$ cat src/rtl/alu_mc.sv
// Multi-cycle ALU with valid/ready handshakes on both sides.
// Single-cycle ops load the result on accept; multiply is an iterative shift-add.
module alu_mc #(
    parameter int unsigned WIDTH  = 32,
    parameter int unsigned MUL_EN = 1
) (
    input  logic             clk,
    input  logic             rst_n,
    input  logic             in_valid,
    output logic             in_ready,
    input  logic [WIDTH-1:0] a,
    input  logic [WIDTH-1:0] b,
    input  logic [2:0]       ALUControl,
    output logic             out_valid,
    input  logic             out_ready,
    output logic [WIDTH-1:0] result,
    output logic             zero,
    output logic             carry,
    output logic             overflow,
    output logic             busy
);

    localparam int unsigned SHW = $clog2(WIDTH);
    localparam int unsigned CW  = $clog2(WIDTH) + 1;
    localparam int unsigned MSB = WIDTH - 1;
    localparam logic        MUL_ON = (MUL_EN != 0);

    localparam logic [2:0] OP_ADD = 3'b000;
    localparam logic [2:0] OP_SUB = 3'b001;
    localparam logic [2:0] OP_AND = 3'b010;
    localparam logic [2:0] OP_XOR = 3'b011;
    localparam logic [2:0] OP_OR  = 3'b100;
    localparam logic [2:0] OP_SLT = 3'b101;
    localparam logic [2:0] OP_SHL = 3'b110;
    localparam logic [2:0] OP_MUL = 3'b111;

    typedef enum logic [1:0] {
        IDLE = 2'd0,
        MUL  = 2'd1,
        HOLD = 2'd2
    } state_t;

    state_t            state;
    state_t            state_nxt;

    logic [WIDTH:0]    sum;
    logic [WIDTH:0]    diff;
    logic [WIDTH-1:0]  alu_res;
    logic              alu_c;
    logic              alu_v;
    logic              slt;

    logic [WIDTH-1:0]  mcand;
    logic [WIDTH-1:0]  mplier;
    logic [WIDTH-1:0]  acc;
    logic [CW-1:0]     cnt;

    logic              accept;
    logic              start_mul;
    logic              load_alu;
    logic              finish_mul;
    logic              drop_valid;

    // Single-cycle datapath; the extra top bit of sum/diff is carry-out / borrow.
    assign sum  = {1'b0, a} + {1'b0, b};
    assign diff = {1'b0, a} - {1'b0, b};
    assign slt  = ($signed(a) < $signed(b));

    always_comb begin
        alu_res = '0;
        alu_c   = 1'b0;
        alu_v   = 1'b0;
        case (ALUControl)
            OP_ADD: begin
                alu_res = sum[WIDTH-1:0];
                alu_c   = sum[WIDTH];
                alu_v   = (a[MSB] == b[MSB]) && (sum[MSB] != a[MSB]);
            end
            OP_SUB: begin
                alu_res = diff[WIDTH-1:0];
                alu_c   = ~diff[WIDTH];
                alu_v   = (a[MSB] != b[MSB]) && (diff[MSB] != a[MSB]);
            end
            OP_AND:  alu_res = a & b;
            OP_XOR:  alu_res = a ^ b;
            OP_OR:   alu_res = a | b;
            OP_SLT:  alu_res = {{(WIDTH-1){1'b0}}, slt};
            OP_SHL:  alu_res = a << b[SHW-1:0];
            OP_MUL:  alu_res = '0;
            default: alu_res = '0;
        endcase
    end

    // State register
    always_ff @(posedge clk or negedge rst_n) begin
        if (!rst_n) begin
            state <= IDLE;
        end else begin
            state <= state_nxt;
        end
    end

    // Next-state and handshake control
    always_comb begin
        state_nxt  = state;
        in_ready   = 1'b0;
        accept     = 1'b0;
        start_mul  = 1'b0;
        load_alu   = 1'b0;
        finish_mul = 1'b0;
        drop_valid = 1'b0;
        case (state)
            IDLE: begin
                in_ready = !out_valid || out_ready;
                accept   = in_valid && in_ready;
                if (accept && MUL_ON && (ALUControl == OP_MUL)) begin
                    start_mul = 1'b1;
                    state_nxt = MUL;
                end else if (accept) begin
                    load_alu = 1'b1;
                end
                drop_valid = out_valid && out_ready && !load_alu;
            end
            MUL: begin
                if (cnt == CW'(WIDTH)) begin
                    finish_mul = 1'b1;
                    state_nxt  = HOLD;
                end
            end
            HOLD: begin
                if (out_ready) begin
                    drop_valid = 1'b1;
                    state_nxt  = IDLE;
                end
            end
            default: state_nxt = IDLE;
        endcase
    end

    assign busy = (state == MUL);

    // Result and flag registers; held while the consumer stalls
    always_ff @(posedge clk or negedge rst_n) begin
        if (!rst_n) begin
            out_valid <= 1'b0;
            result    <= '0;
            zero      <= 1'b0;
            carry     <= 1'b0;
            overflow  <= 1'b0;
        end else if (load_alu) begin
            out_valid <= 1'b1;
            result    <= alu_res;
            zero      <= (alu_res == '0);
            carry     <= alu_c;
            overflow  <= alu_v;
        end else if (finish_mul) begin
            out_valid <= 1'b1;
            result    <= acc;
            zero      <= (acc == '0);
            carry     <= 1'b0;
            overflow  <= 1'b0;
        end else if (drop_valid) begin
            out_valid <= 1'b0;
        end
    end

    // Shift-add multiplier: one partial product per cycle, bits above WIDTH dropped
    always_ff @(posedge clk or negedge rst_n) begin
        if (!rst_n) begin
            mcand  <= '0;
            mplier <= '0;
            acc    <= '0;
            cnt    <= '0;
        end else if (start_mul) begin
            mcand  <= a;
            mplier <= b;
            acc    <= '0;
            cnt    <= '0;
        end else if ((state == MUL) && !finish_mul) begin
            if (mplier[0]) begin
                acc <= acc + mcand;
            end
            mcand  <= mcand << 1;
            mplier <= mplier >> 1;
            cnt    <= cnt + CW'(1);
        end
    end

endmodule

$ cat config.mk
export PLATFORM = sky130hd
export DESIGN_NAME = alu_mc
export DESIGN_NICKNAME = d
export VERILOG_FILES = /design/src/rtl/alu_mc.sv
export SDC_FILE = /design/constraint.sdc
export NUM_CORES = 1
export LEC_CHECK = 0
export ABC_AREA = 1
export ABC_CLOCK_PERIOD_IN_PS = 2650
export CAP_MARGIN = 20
export CELL_PAD_IN_SITES_DETAIL_PLACEMENT = 1
export CELL_PAD_IN_SITES_GLOBAL_PLACEMENT = 2
export CORE_MARGIN = 2
export CORE_UTILIZATION = 33
export CTS_BUF_LIST = sky130_fd_sc_hd__clkbuf_8
export DETAILED_ROUTE_END_ITERATION = 8
export HOLD_SLACK_MARGIN = 0.08
export PLACE_DENSITY_LB_ADDON = 0.1
export RECOVER_POWER = 25
export SLEW_MARGIN = 20
export SYNTH_ARGS = -nofsm -noshare
export SYNTH_HDL_FRONTEND = slang
export SYNTH_SLANG_ARGS = --single-unit
export TNS_END_PERCENT = 100
$ cat constraint.sdc
create_clock -name clk -period 2.65 [get_ports clk]
set_clock_uncertainty 0.15 [all_clocks]
set_input_delay 0.53 -clock clk [delete_from_list [all_inputs] [get_ports clk]]
set_output_delay 0.53 -clock clk [all_outputs]
set_load 0.01 [all_outputs]
==> results of run 1 <==
[cell families (layout without fill, tap and decap cells)]
kind of cell	after synthesis	count (layout)	share of synthesized area (%)
DFF	140	140	22.3
AOI/OAI and AO/OA	527	527	19.0
adders and majority gates	133	133	10.7
buffers and inverters	466	1127	12.0
and+or+nand+nor	1321	1321	35.6
xor gates and xnor gates	8	8	0.446
[critical path, delay by kind of cell]
| kind | cells | cell delay, ns |
|---|---|---|
| AOI/OAI and AO/OA | 2 | 0.50 |
| buffers and inverters | 5 | 1.19 |
| and+or+nand+nor | 8 | 0.87 |
[sequential cells by signal, summed over array words and instances (netlist names), 2 cells and up]
register / count
acc: 32
state: 2
cnt: 6
mcand: 32
result: 32
mplier: 32
[routing by layer]
| metal | vias to the layer above | routed length, microns |
|---|---|---|
| met4 | 4 | 5420 |
| met5 | - | 33 |
| met2 | 698 | 42800 |
| met1 | 10400 | 39700 |
| li1 | 9877 | - |
| met3 | 224 | 4650 |
[area by class of cell]
cell class | instances | share of cell area [%]
inverters | 353 | 5.40
clock buffers | 18 | 1.00
repair buffers | 742 | 24.5
multi-input cells | 1989 | 51.4
flip-flops and latches | 140 | 14.2
clock inverters | 14 | 0.491
well taps | 607 | 3.07
[cell usage after synthesis, drive strengths merged, types with 3 or more instances]
| cell | n | area [sq um] |
|---|---|---|
| nand3 | 295 | 1490 |
| nor3 | 25 | 135 |
| or2 | 5 | 31.3 |
| nand4 | 35 | 219 |
| nor2 | 238 | 920 |
| o21bai | 17 | 128 |
| o21ai | 218 | 1090 |
| clkbuf | 46 | 173 |
| a21o | 6 | 45.0 |
| and2 | 4 | 25.0 |
| o221ai | 15 | 131 |
| buf | 67 | 379 |
| a21oi | 164 | 825 |
| a221oi | 5 | 50.0 |
| nor4 | 7 | 43.8 |
| o22ai | 36 | 225 |
| ha | 130 | 1630 |
| o211ai | 28 | 210 |
| nand2 | 701 | 2630 |
| o311ai | 3 | 26.3 |
| a31oi | 15 | 93.8 |
| xor2 | 6 | 52.6 |
| nand3b | 9 | 80.1 |
| dfrtp | 140 | 3500 |
| o31ai | 3 | 22.5 |
| inv | 352 | 1320 |
| o21a | 9 | 67.6 |
| fa | 3 | 60.1 |
[cells in the final DEF (no fill, tap or decap), types with 82 or more instances in the layout]
master / count
buf_4: 588
nand2_1: 550
inv_1: 269
nand3_1: 239
o21ai_0: 192
nor2_1: 146
dfrtp_1: 140
a21oi_1: 124
nand2_2: 120
inv_2: 82
ha_1: 82
[how the worst max path moves through the flow]
stage / startpoint / endpoint / slack [ns] / depth (start not counted)
2_1_floorplan: b[1] / zero / 0.001 / 18
3_3_place_gp: b[14] / zero / -1.36 / 22
3_5_place_dp: b[15] / zero / -1.37 / 22
4_1_cts: b[20] / result[26] / -0.05 / 18
5_1_grt: ALUControl[0] / zero / -0.16 / 15
6_report: ALUControl[0] / zero / -0.13 / 15
[repair_timing]
action	CTS	global route
hold buffers	1	0
hold endpoints to repair	42	0
cloned	0	2
setup buffers	44	24
endpoints found under the setup margin	76	34
resized for setup	466	346
pin swaps	104	110
[power by group through the flow]
stage	Sequential, W	Combinational (W)	Clock (W)
final	0.00390	0.0120	0.00182
after global routing	0.00400	0.0130	0.00194
after CTS	0.00385	0.0109	0.00190
after detailed placement	0.00388	0.0103	0
after global placement	0.00384	0.00994	0
after floorplan	0.00374	0.00550	0
[metrics by stage]
stage                     util [%]  power [W]
after floorplan                  -    0.00924
after global placement        45.9     0.0138
after detailed placement      45.9     0.0142
after CTS                     50.4     0.0166
after global routing          52.9     0.0189
final                         52.9     0.0177
==> flow_metrics.tcl, run 1 <==
set metrics [dict create \
    ys_async_sr_fraction_pct 100 \
    cts_tree "yes" \
    grt_remaining_overflow 0 \
    crit_fanout 10 \
    final.fill_count 6115 \
    gp_congestion 0.968 \
    maxSlewHeadroom_pct 3.87 \
    numPortBuffers 108 \
    finalHoldViolCount 0 \
    min-delay-start "b[10]" \
    final_cells 3863 \
    grt_pass1_wl_microns 135000 \
    cts_root_buf "clkbuf_8" \
    hold_end "mplier[10]" \
    maxCapViolCount 0 \
    internal_power_w 0.00880 \
    met2_usage_pct 59.4 \
    arrival_ns 3.12 \
    antenna_found_initial 3 \
    cts.clk_slew.worst_paths_ns 0.10 \
    rsz0062_at_grt "yes" \
    slowest_stage "clkdlybuf4s50_1" \
    drt-wirelength-per-cell_microns 24.0 \
    yosys_warnings 0 \
    timing.final.ws_setup_ns -0.127 \
    vias 21200 \
    peakVddDrop_mv 0.544 \
    crit_chain "clkdlybuf4s50_1 -> inv_1 -> nand3_4 -> inv_4 -> buf_4 -> a21oi_1 -> buf_4 -> nand2_1 -> a31oi_4 -> nand3_4 -> nor2_2 -> nand3_2 -> nor2_1 -> nor2_1 -> nor2_1" \
    dp_cells 3761 \
    violations "negative setup slack" \
    slowest_delay_ns 0.55 \
    drtIter0Drc 1426 \
    grt_max_degree 51 \
    max-clock-path-buffers 2 \
    first_global_vias 22300 \
    placedInstanceArea_sq_mm 0.0214 \
    fin_crit_ns 2.78 \
    busiest_layer "met2" \
    netSwitchingPower_w 0.00889 \
    ios 109 \
    switching_share_pct 50.2 \
    max_freq_mhz 360 \
    area_growth_pct 57.3 \
    avgSynthCellArea_sq_um 6.06 \
    fin_tns_setup_ns -0.277 \
    synth_flop_cell "dfrtp_1" \
    post-place-ws_ns -1.37 \
    hpwl_microns 73100 \
    setup_viol 3 \
    synth_seq_cells 140 \
    seq_area_sq_mm 0.00350 \
    crit_path_end_kind "register" \
    n_antenna_cell 0 \
    worstMarginPinSlew_ns 1.44 \
    netlist_instances 2595 \
    pwr-share-seq_pct 22.1 \
    rows 79 \
    h-tree-depth 4 \
    slew_viol_final 0 \
    startpoint_type "primary input" \
    p_leak_nw 12.3 \
    final_area_sq_mm 0.0247 \
    ant_nets 0 \
    critPathRequiredTime_ns 3.00 \
    synth_seq_area_share_pct 22.3 \
    die_h_microns 222 \
    period_share_pct 105 \
    routed_wl_microns 92600 \
    clk_latency_ns 0.56 \
    status "complete, but fails checks" \
    hold_class "in -> reg" \
    yosysUniqueCellTypes 54 \
    first_pass_iters 5 \
    grt_use_met3_pct 4.60 \
    combPwrFrac_pct 67.6 \
    cp_common_cell "nor2_1" \
    nets 3447 \
    core_sq_mm 0.0468 \
    reg2reg_from "mcand[14]" \
    multi_input_area_sq_mm 0.0127 \
    cts_buffers 17 \
    drc 0 \
    power_density_mw_per_mm2 715 \
    track_usage_pct 36.4 \
    clkPwrFrac_pct 10.3 \
    synth-edff-count 0 \
    netlist_area_sq_mm 0.0157 \
    crit_type "in -> reg" \
    hold_path_depth 4 \
    layout-drive-gt1-share_pct 37.3 \
    timing.hold.ws_ns 0.222 \
    vias_per_cell 5.50 \
    syn_nets 2799 \
    numClockSinks 140 \
    dieArea_sq_mm 0.0494 \
    grt_use_met1_pct 46.7 \
    initial_core_util_pct 33.6 \
    r2r_end "acc[27]" \
    worstRegToRegCells 9 \
    dieWidth_microns 222 \
    worst-r2r-setup-slack_ns 0.12 \
]
Note: power is estimated with default switching activity, not from simulation.
==> inputs of run 2 (changes only) <==
CAP_MARGIN = default   (was 20)
==> results of run 2 <==
Same layout as run 1: the final DEF is identical, and so are final timing and power.
